**src/rtl/uart_pkg.sv**
```systemverilog
// Shared UART constants: oversample defaults and baud divisors for a 100 MHz clock.
// Divisors are in clk cycles per oversample tick, given as integer + fraction/16.
package uart_pkg;

    localparam int OVS_DEF    = 16;
    localparam int OVS_W      = $clog2(OVS_DEF);
    localparam int DIV_W_DEF  = 16;
    localparam int FRAC_W_DEF = 4;

    // 100e6 / (16 * baud), fractional part expressed in 1/16 cycle units
    localparam int BAUD_9600_INT    = 651;
    localparam int BAUD_9600_FRAC   = 1;
    localparam int BAUD_115200_INT  = 54;
    localparam int BAUD_115200_FRAC = 4;
    localparam int BAUD_230400_INT  = 27;
    localparam int BAUD_230400_FRAC = 2;

    // Average oversample period in 1/2^FRAC_W_DEF cycle units, handy for rate checks.
    function automatic int unsigned baud_period_fx(input int unsigned div_i,
                                                   input int unsigned div_f);
        return (div_i << FRAC_W_DEF) + div_f;
    endfunction

endpackage

```
**src/rtl/baud_frac_acc.sv**
```systemverilog
// Fractional-divisor accumulator: adds the fraction once per period reload and
// reports the wrap-around carry, which stretches that period by one clock.
module baud_frac_acc #(
    parameter int FRAC_W = 4
) (
    input  logic              i_clk,
    input  logic              i_rst,
    input  logic              i_clr,
    input  logic              i_step,
    input  logic [FRAC_W-1:0] i_frac,
    output logic              o_carry
);

    logic [FRAC_W-1:0] r_acc;
    logic [FRAC_W-1:0] w_sum;

    // Carry is combinational so the period being loaded this cycle can include it
    always_comb begin
        {o_carry, w_sum} = {1'b0, r_acc} + {1'b0, i_frac};
    end

    // Accumulator advances only on a reload; clear restarts the fractional phase
    always_ff @(posedge i_clk) begin
        if (i_rst) begin
            r_acc <= '0;
        end else if (i_clr) begin
            r_acc <= '0;
        end else if (i_step) begin
            r_acc <= w_sum;
        end
    end

endmodule

```
**src/rtl/baud_tick_gen.sv**
```systemverilog
// Baud tick source: divides clk by a programmable integer+fractional divisor to
// give an oversample tick, and every OVERSAMPLE oversample ticks a bit tick.
// All outputs come straight from flops; the next-state logic looks one cycle ahead.
module baud_tick_gen
    import uart_pkg::*;
#(
    parameter int DIV_W      = DIV_W_DEF,
    parameter int FRAC_W     = FRAC_W_DEF,
    parameter int OVERSAMPLE = OVS_DEF,
    parameter int RST_DIV    = BAUD_230400_INT,
    parameter int RST_FRAC   = BAUD_230400_FRAC,
    // FRAC_W = 0 still needs a 1-bit vector; its value is forced to zero inside
    localparam int FRAC_WI   = (FRAC_W > 0) ? FRAC_W : 1,
    localparam int PH_W      = $clog2(OVERSAMPLE)
) (
    input  logic               clk,
    input  logic               rst,
    input  logic               enable,
    input  logic [DIV_W-1:0]   div_int,
    input  logic [FRAC_WI-1:0] div_frac,
    input  logic               div_load,
    input  logic               resync,
    output logic               tick_os,
    output logic               tick_bit,
    output logic [PH_W-1:0]    os_phase
);

    localparam logic [DIV_W-1:0] DIV_ONE = DIV_W'(1);
    localparam logic [PH_W-1:0]  PH_MID  = PH_W'(OVERSAMPLE / 2);
    localparam logic [PH_W-1:0]  PH_ONE  = PH_W'(1);

    // Shadow divisor
    logic [DIV_W-1:0]   r_div_int;
    logic [FRAC_WI-1:0] r_div_frac;

    // Counter / phase state and registered outputs
    logic [DIV_W-1:0]   r_cnt;
    logic               r_run;
    logic [PH_W-1:0]    r_phase;
    logic               r_tick_os;
    logic               r_tick_bit;

    // Next-state signals
    logic [DIV_W-1:0]   w_d;
    logic [DIV_W-1:0]   w_d_m1;
    logic [DIV_W-1:0]   w_p_m1;
    logic [DIV_W-1:0]   w_cnt_nxt;
    logic [PH_W-1:0]    w_phase_nxt;
    logic [FRAC_WI-1:0] w_frac;
    logic               w_carry;
    logic               w_reload;
    logic               w_clr_acc;
    logic               w_tick_nxt;
    logic               w_bit_nxt;

    baud_frac_acc #(
        .FRAC_W (FRAC_WI)
    ) u_frac_acc (
        .i_clk   (clk),
        .i_rst   (rst),
        .i_clr   (w_clr_acc),
        .i_step  (w_reload),
        .i_frac  (w_frac),
        .o_carry (w_carry)
    );

    // Period arithmetic: D = max(shadow, 1), reload value P-1 = D-1+carry (never overflows)
    always_comb begin
        w_frac = (FRAC_W > 0) ? r_div_frac : '0;
        w_d    = (r_div_int == '0) ? DIV_ONE : r_div_int;
        w_d_m1 = w_d - DIV_ONE;
        w_p_m1 = w_d_m1 + DIV_W'(w_carry);
    end

    // Next counter/phase/tick values; a tick is issued for the cycle in which cnt reaches 0.
    // The first enabled cycle (r_run=0) acts as a reload without a tick, so the first
    // tick lands exactly P cycles after enable rises.
    always_comb begin
        w_reload    = 1'b0;
        w_clr_acc   = 1'b0;
        w_cnt_nxt   = r_cnt;
        w_phase_nxt = r_phase;
        w_tick_nxt  = 1'b0;
        w_bit_nxt   = 1'b0;
        if (!enable) begin
            w_clr_acc   = 1'b1;
            w_cnt_nxt   = '0;
            w_phase_nxt = '0;
        end else if (resync) begin
            // Restart half a bit in; the pending tick, if any, is dropped
            w_clr_acc   = 1'b1;
            w_cnt_nxt   = w_d_m1;
            w_phase_nxt = PH_MID;
        end else begin
            w_reload   = !r_run || (r_cnt == '0);
            w_cnt_nxt  = w_reload ? w_p_m1 : (r_cnt - DIV_ONE);
            w_tick_nxt = (w_cnt_nxt == '0);
            if (w_tick_nxt) begin
                w_phase_nxt = r_phase + PH_ONE;
            end
            w_bit_nxt = w_tick_nxt && (w_phase_nxt == '0);
        end
    end

    // Shadow divisor capture; takes effect at the next period reload
    always_ff @(posedge clk) begin
        if (rst) begin
            r_div_int  <= DIV_W'(RST_DIV);
            r_div_frac <= FRAC_WI'(RST_FRAC);
        end else if (div_load) begin
            r_div_int  <= div_int;
            r_div_frac <= div_frac;
        end
    end

    // Counter, phase and output tick registers
    always_ff @(posedge clk) begin
        if (rst) begin
            r_cnt      <= '0;
            r_run      <= 1'b0;
            r_phase    <= '0;
            r_tick_os  <= 1'b0;
            r_tick_bit <= 1'b0;
        end else begin
            r_cnt      <= w_cnt_nxt;
            r_run      <= enable;
            r_phase    <= w_phase_nxt;
            r_tick_os  <= w_tick_nxt;
            r_tick_bit <= w_bit_nxt;
        end
    end

    assign tick_os  = r_tick_os;
    assign tick_bit = r_tick_bit;
    assign os_phase = r_phase;

endmodule

```
**config.mk**
```make
export PLATFORM = sky130hd
export DESIGN_NAME = baud_tick_gen
export DESIGN_NICKNAME = d
export VERILOG_FILES = /design/src/rtl/uart_pkg.sv /design/src/rtl/baud_frac_acc.sv /design/src/rtl/baud_tick_gen.sv
export SDC_FILE = /design/constraint.sdc
export NUM_CORES = 1
export LEC_CHECK = 0
export CAP_MARGIN = 20
export CORE_MARGIN = 5
export CORE_UTILIZATION = 30
export DETAILED_ROUTE_END_ITERATION = 8
export SKIP_LAST_GASP = 1
export SYNTH_ARGS = -nofsm -noshare
export SYNTH_HDL_FRONTEND = slang
export SYNTH_HIERARCHICAL = 1
export SYNTH_SLANG_ARGS = --single-unit
```
**constraint.sdc**
```tcl
create_clock -name clk -period 4.5 [get_ports clk]
set_clock_uncertainty 0.1 [all_clocks]
set_input_delay 0.45 -clock clk [delete_from_list [all_inputs] [get_ports clk]]
set_output_delay 0.45 -clock clk [all_outputs]
set_load 0.005 [all_outputs]
```
==> qor.csv, run 1 <==
metric,value,unit
status,finished clean,
timing.final.crit_period,4.19,ns
path_cells,nor4_4 > and3_1 > a31oi_1 > ha_1 > or3b_1 > nor4b_1 > o21ai_1 > a211oi_4 > buf_4 > a21oi_1 > or3b_1 > nand4_1 > nor4_4 > buf_4 > and3_1 > o31a_1,
port_buffers,30,
hpwl,6400,um
netlist_area,0.00335,mm^2
cts_max_level,2,
worstHoldStart,r_div_frac[0],
ant_nets,0,
reg2reg_depth,16,
rrSetupSlack,0.31,ns
synth_largest_area_cell,dfxtp_1,
syn_area_per_cell,8.08,um^2
die_y,116,um
avgRoutedWirePerCell,14.1,um
crit_arrival,4.30,ns
drive_gt1_frac,0.106,
dr.pass1.iters,4,
syn_nets,450,
hold_path.class,reg2reg,
synth_area_leaders,"dfxtp_1 (28%), mux2i_1 (7.5%), nor2_1 (6.6%)",
maxCapViolCount,0,
num_antenna_cells,0,
num_rows,38,
powerDensity,262,mW/mm^2
startpoint_type,flip-flop,
final_util,0.364,
synth-async-reset-ratio,0,
grt.overflow.total,0,
yosysSeqAreaShare,0.281,
vias_per_cell,5.24,
slew_viol_final,0,
ir_drop,0.114,mV
grt_pass1_wl,13800,um
grt_antenna_before_repair,0,
synth_top_flop_cell,dfxtp_1,
worstPathMaxFanout,7,
fp.dieW,116,um
grt_max_degree,29,
timing.hold.ws,0.412,ns
synth-seq-cells,47,
path_class,reg2reg,
cts_hold_buffers,0,
r2r-start,r_div_int[13],
rsz0062_at_grt,no,
setup_viol,0,
cts_buffer_depth,2,
regArea,945,um^2
multiInputGateArea,0.00225,mm^2
clock-root-buffer,clkbuf_8,
grt_use_total,0.126,
cts.sinks,47,
required,4.61,ns
end_kind,flip-flop,
io_pins,31,
r2r-end,os_phase[3],
area_growth,18.4,%
worstMarginPinSlew,0.858,ns
path_clk_slew,0.09,ns
crit_path_top_delay_cell,dfxtp_1,
synth_top_area_share,0.281,
max_stage_delay,0.49,ns
first_global_vias,2961,
hold-path-cell-count,2,
synth_cell_types,67,
syn_inst,414,
slew_headroom,0.426,
fin_tns_setup,0,ns
nFillCells,1140,
vias,3050,
totalWireLength,8230,um
drt-initial-drc-count,170,
synth_edf_count,0,
dieArea,0.0134,mm^2
worstSkewPairLatency,0.31,ns
core,0.0109,mm^2
cts-buffers-inserted,5,
fin_nets,477,
initial_core_util,0.307,
post-route-period-util,0.931,
drc_errors,0,
gp_congestion,0.890,
hold_viol,0,
p_leak,1.52,nW
hold_path_end,r_div_frac[0],
fmax,239,MHz
yosys_warnings,6,
cts_tree,built,
[cells by family after synthesis]
logic type               after synthesis  share of synthesized area
AO/OA/AOI/OAI                         82                      0.172
XOR/XNOR                              29                     0.0781
adder cells (fa/ha/maj)               11                     0.0434
buffers and inverters                 39                     0.0505
flip-flops                            47                      0.281
multiplexers                          26                     0.0789
AND/OR/NAND/NOR                      180                      0.296
[cell usage in the layout (no fill, tap or decap), types with 5 or more instances in the layout]
cell,instances
ha_1,10
o21ai_0,11
inv_1,15
clkbuf_8,6
nand2_1,27
and3_1,8
o31a_1,5
a31oi_1,6
a211oi_1,7
nor2_1,59
buf_4,13
a21oi_1,22
dfxtp_1,44
nor3_1,18
nand3_1,12
nand4_1,10
clkdlybuf4s50_1,30
mux2i_1,25
xnor2_1,14
nor4_1,6
xor2_1,14
[worst max-delay path, delay by kind of cell (launching register included)]
| family | cells | cell delay (ns) |
|---|---|---|
| buffers and inverters | 2 | 0.35 |
| and+or+nand+nor | 8 | 1.75 |
| adders and majority gates | 1 | 0.25 |
| DFF | 1 | 0.49 |
| AOI/OAI and AO/OA | 5 | 1.14 |
[what timing repair did]
item	in CTS	in global routing
setup buffers	0	2
gates resized for setup	0	6
endpoints found under the setup margin	0	6
[routing by layer]
metal	part of all wire	routed length, um	global-route usage
met3	0.048	391	0.0225
met5	0	0	0
met4	0.015	121	0.0348
met2	0.47	3850	0.216
met1	0.47	3870	0.162
[stage by stage]
stage	cells	power [mW]	area (um^2)	setup WS [ns]
6_report	582	1.04	3960	0.311
5_1_grt	582	1.10	3960	0.0272
3_3_place_gp	571	0.705	3790	0.284
2_1_floorplan	414	0.636	3350	0.452
4_1_cts	579	1.05	3910	0.0368
3_5_place_dp	571	0.708	3790	0.0722
[sequential cells by signal, indices dropped and copies added (netlist names)]
name	cells
os_phase	4
r_cnt	16
r_div_frac	4
r_div_int	16
r_run	1
tick_bit	1
tick_os	1
u_frac_acc/r_acc	4
[where the power goes]
group	switching [mW]	internal, mW
Combinational	0.138	0.106
Sequential	0.0245	0.435
Clock	0.154	0.183
[area by class of cell]
class,count,area share
timing repair buffer,44,0.104
inverter,15,0.0142
clock buffer,6,0.0208
clock inverter,2,0.00979
sequential,47,0.238
tap,140,0.0442
multi-input combinational,328,0.568
[worst max-delay path by stage]
stage / start / to / slack, ns / cells after the start
finish: r_div_int[13] / os_phase[3] / 0.31 / 16
global route: r_div_int[13] / os_phase[3] / 0.03 / 15
CTS: r_div_int[9] / os_phase[3] / 0.04 / 14
detailed placement: r_div_int[9] / os_phase[3] / 0.07 / 14
global placement: r_div_int[11] / os_phase[3] / 0.28 / 14
floorplan: r_div_int[8] / os_phase[3] / 0.45 / 16
[synth_stat cells (2+ instances only)]
cell type and instances:
a2111oi_0 2, a211oi_1 8, a21o_1 3, a21oi_1 22
a31oi_1 6, and2_1 4, and3_1 8, buf_1 3
buf_2 3, buf_6 2, clkbuf_1 15, dfxtp_1 47
ha_1 10, inv_1 15, mux2i_1 25, nand2_1 27
nand3_1 12, nand3b_1 4, nand4_1 10, nor2_1 59
nor3_1 20, nor3b_1 2, nor4_1 6, nor4_2 2
nor4_4 2, nor4b_1 3, o211ai_1 2, o21a_1 4
o21ai_0 11, o22ai_1 3, o31a_1 5, o31ai_1 3
or2_2 3, or3b_1 2, or4_1 2, or4b_1 2
xnor2_1 14, xor2_1 14
Note: power is estimated with default switching activity, not from simulation.
==> run 2: changes to the inputs <==
Settings changed: ABC_AREA set to 1.
==> qor.csv, run 2 <==
metric,value,unit
status,finished clean,
fin_tns_setup,0,ns
core,0.0116,mm^2
die_y,119,um
max_stage_delay,0.40,ns
ant_nets,0,
path_delay_family,simple AND/OR/NAND/NOR gates,
worstSkewPairLatency,0.28,ns
synth_top_flop_cell,dfxtp_1,
reg_top3,"r_cnt: 16 flops, r_div_int: 16 flops",
gp_congestion,0.841,
area_growth,16.4,%
path_cells,ha_1 > inv_1 > fa_1 > o31ai_1 > ha_1 > ha_1 > inv_1 > nor2_1 > nand3_1 > nor2_1 > nand3_1 > nand3_1 > nand2_1 > nor2_1 > nand3_2 > nor2_4 > nand4_4 > nor3_1 > nand2_1 > nor2_2,
post-route-period-util,0.808,
dieArea,0.0142,mm^2
worstMarginPinSlew,0.627,ns
startpoint_type,flip-flop,
cts_resized,0,
synth_top_area_share,0.263,
grt_use_met3,0.0237,
totalWireLength,8930,um
vias,3440,
worstPathMaxFanout,7,
cts_hold_buffers,0,
grt_use_total,0.130,
yosysMostFrequentCell,nand2_1,
nFillCells,1274,
fp.dieW,119,um
synth_edf_count,0,
syn_area_per_cell,6.61,um^2
fin_area,0.00416,mm^2
maxCapViolCount,0,
timing.hold.ws,0.365,ns
io_pins,31,
grt_pass1_wl,15600,um
cts_max_level,2,
synth-seq-cells,47,
path_class,reg2reg,
end_kind,flip-flop,
crit_path_top_delay_cell,fa_1,
hpwl,7230,um
worst-path-buf-inv,2,
hold_path.class,reg2reg,
drc_errors,0,
yosys_warnings,6,
timing.final.crit_period,3.64,ns
dpl_cell_area,0.00402,mm^2
required,4.63,ns
synth_area_leaders,"dfxtp_1 (26%), nand2_1 (11%), inv_1 (7.9%)",
setup_viol,0,
gr-usage-met1,0.173,
clock-root-buffer,clkbuf_16,
rsz0062_at_grt,no,
dr.pass1.iters,4,
cts_tree,built,
drive_gt1_frac,0.132,
syn_nets,577,
hold_viol,0,
cts_buffer_depth,2,
grt.overflow.total,0,
syn_inst,541,
initial_core_util,0.309,
slew_viol_final,0,
p_leak,1.90,nW
synth_largest_area_cell,dfxtp_1,
path_clk_slew,0.06,ns
avgRoutedWirePerCell,12.6,um
grt_antenna_before_repair,0,
yosysSeqAreaShare,0.263,
num_rows,39,
drt-initial-drc-count,198,
cts_setup_buffers,0,
cts.sinks,47,
crit_arrival,3.76,ns
first_global_vias,3400,
cts-buffers-inserted,5,
grt_max_degree,26,
slew_headroom,0.581,
fmax,275,MHz
fin_nets,604,
mostFrequentLayoutCells,"nand2_1 (109), inv_1 (75), nor2_1 (66), dfxtp_1 (47), nand3_1 (38)",
powerDensity,264,mW/mm^2
use_met2,0.224,
grt-busiest-layer,met2,
synth_cell_types,42,
vias_per_cell,4.84,
port_buffers,30,
synth-async-reset-ratio,0,
synth_commonest_cells,"nand2_1 (109), inv_1 (75), nor2_1 (66)",
netlist_area,0.00358,mm^2
num_antenna_cells,0,
ir_drop,0.132,mV
final_common_cell,nand2_1,
-- run 2: cell count changes after synthesis, sizes merged, moves of 11 or more --
cell    delta
mux2i     -26
nand2    +100
nand3     +35
o21ai     +24
nor3      -15
o211ai    +11
inv       +64
nor2      +26
-- run 2: per-layer routing --
| layer | part of all wire | wire length, um |
|---|---|---|
| met4 | 0.0049 | 44 |
| met3 | 0.033 | 297 |
| met1 | 0.49 | 4380 |
| met2 | 0.47 | 4210 |
| met5 | 0 | 0 |
-- run 2: area by class of cell --
cell class              count  area [um^2]  area share
inverters                  82          308      0.0739
clock inverters             1         5.00     0.00120
flip-flops and latches     47          941       0.226
well taps                 143          179      0.0430
clock buffers               6          139      0.0334
multi-input cells         401         2280       0.549
repair buffers             31          308      0.0739
-- run 2: metrics by stage --
| step | total power [mW] | worst slack (ns) | util | instances |
|---|---|---|---|---|
| 2_1_floorplan | 0.660 | 1.39 | - | 541 |
| 5_1_grt | 1.17 | 0.401 | 0.360 | 711 |
| 3_3_place_gp | 0.730 | 0.964 | 0.348 | 704 |
| 3_5_place_dp | 0.734 | 0.869 | 0.348 | 704 |
| 4_1_cts | 1.10 | 0.838 | 0.360 | 711 |
| 6_report | 1.10 | 0.864 | 0.360 | 711 |
-- run 2: path summary, 6_finish.rpt --
check	to	startpoint	cells after the start	slack, ns
hold / removal	u_frac_acc/r_acc[0]	u_frac_acc/r_acc[0]	2	0.37
hold reg to reg	u_frac_acc/r_acc[0]	u_frac_acc/r_acc[0]	2	0.37
setup reg to reg	tick_bit	r_div_frac[0]	20	0.86
setup / recovery	tick_bit	r_div_frac[0]	20	0.86
-- run 2: logic make-up after synthesis --
group / after synthesis / share of synthesized area
flip-flops: 47 / 0.263
adder cells (fa/ha/maj): 11 / 0.0406
AND/OR/NAND/NOR: 294 / 0.421
AO/OA/AOI/OAI: 81 / 0.129
XOR/XNOR: 15 / 0.0483
buffers and inverters: 93 / 0.0986
-- run 2: where the power goes --
group	leakage [nW]	total [mW]	internal, mW	switching [mW]
clock network	0.0727	0.370	0.217	0.153
logic	1.44	0.268	0.0974	0.170
registers	0.387	0.459	0.438	0.0214
-- run 2: tightest hold or removal path, cell delays in order, from the launching register on --
cell and delay, ns:
dfxtp_1 0.31, nand2_1 0.06, a21oi_1 0.05
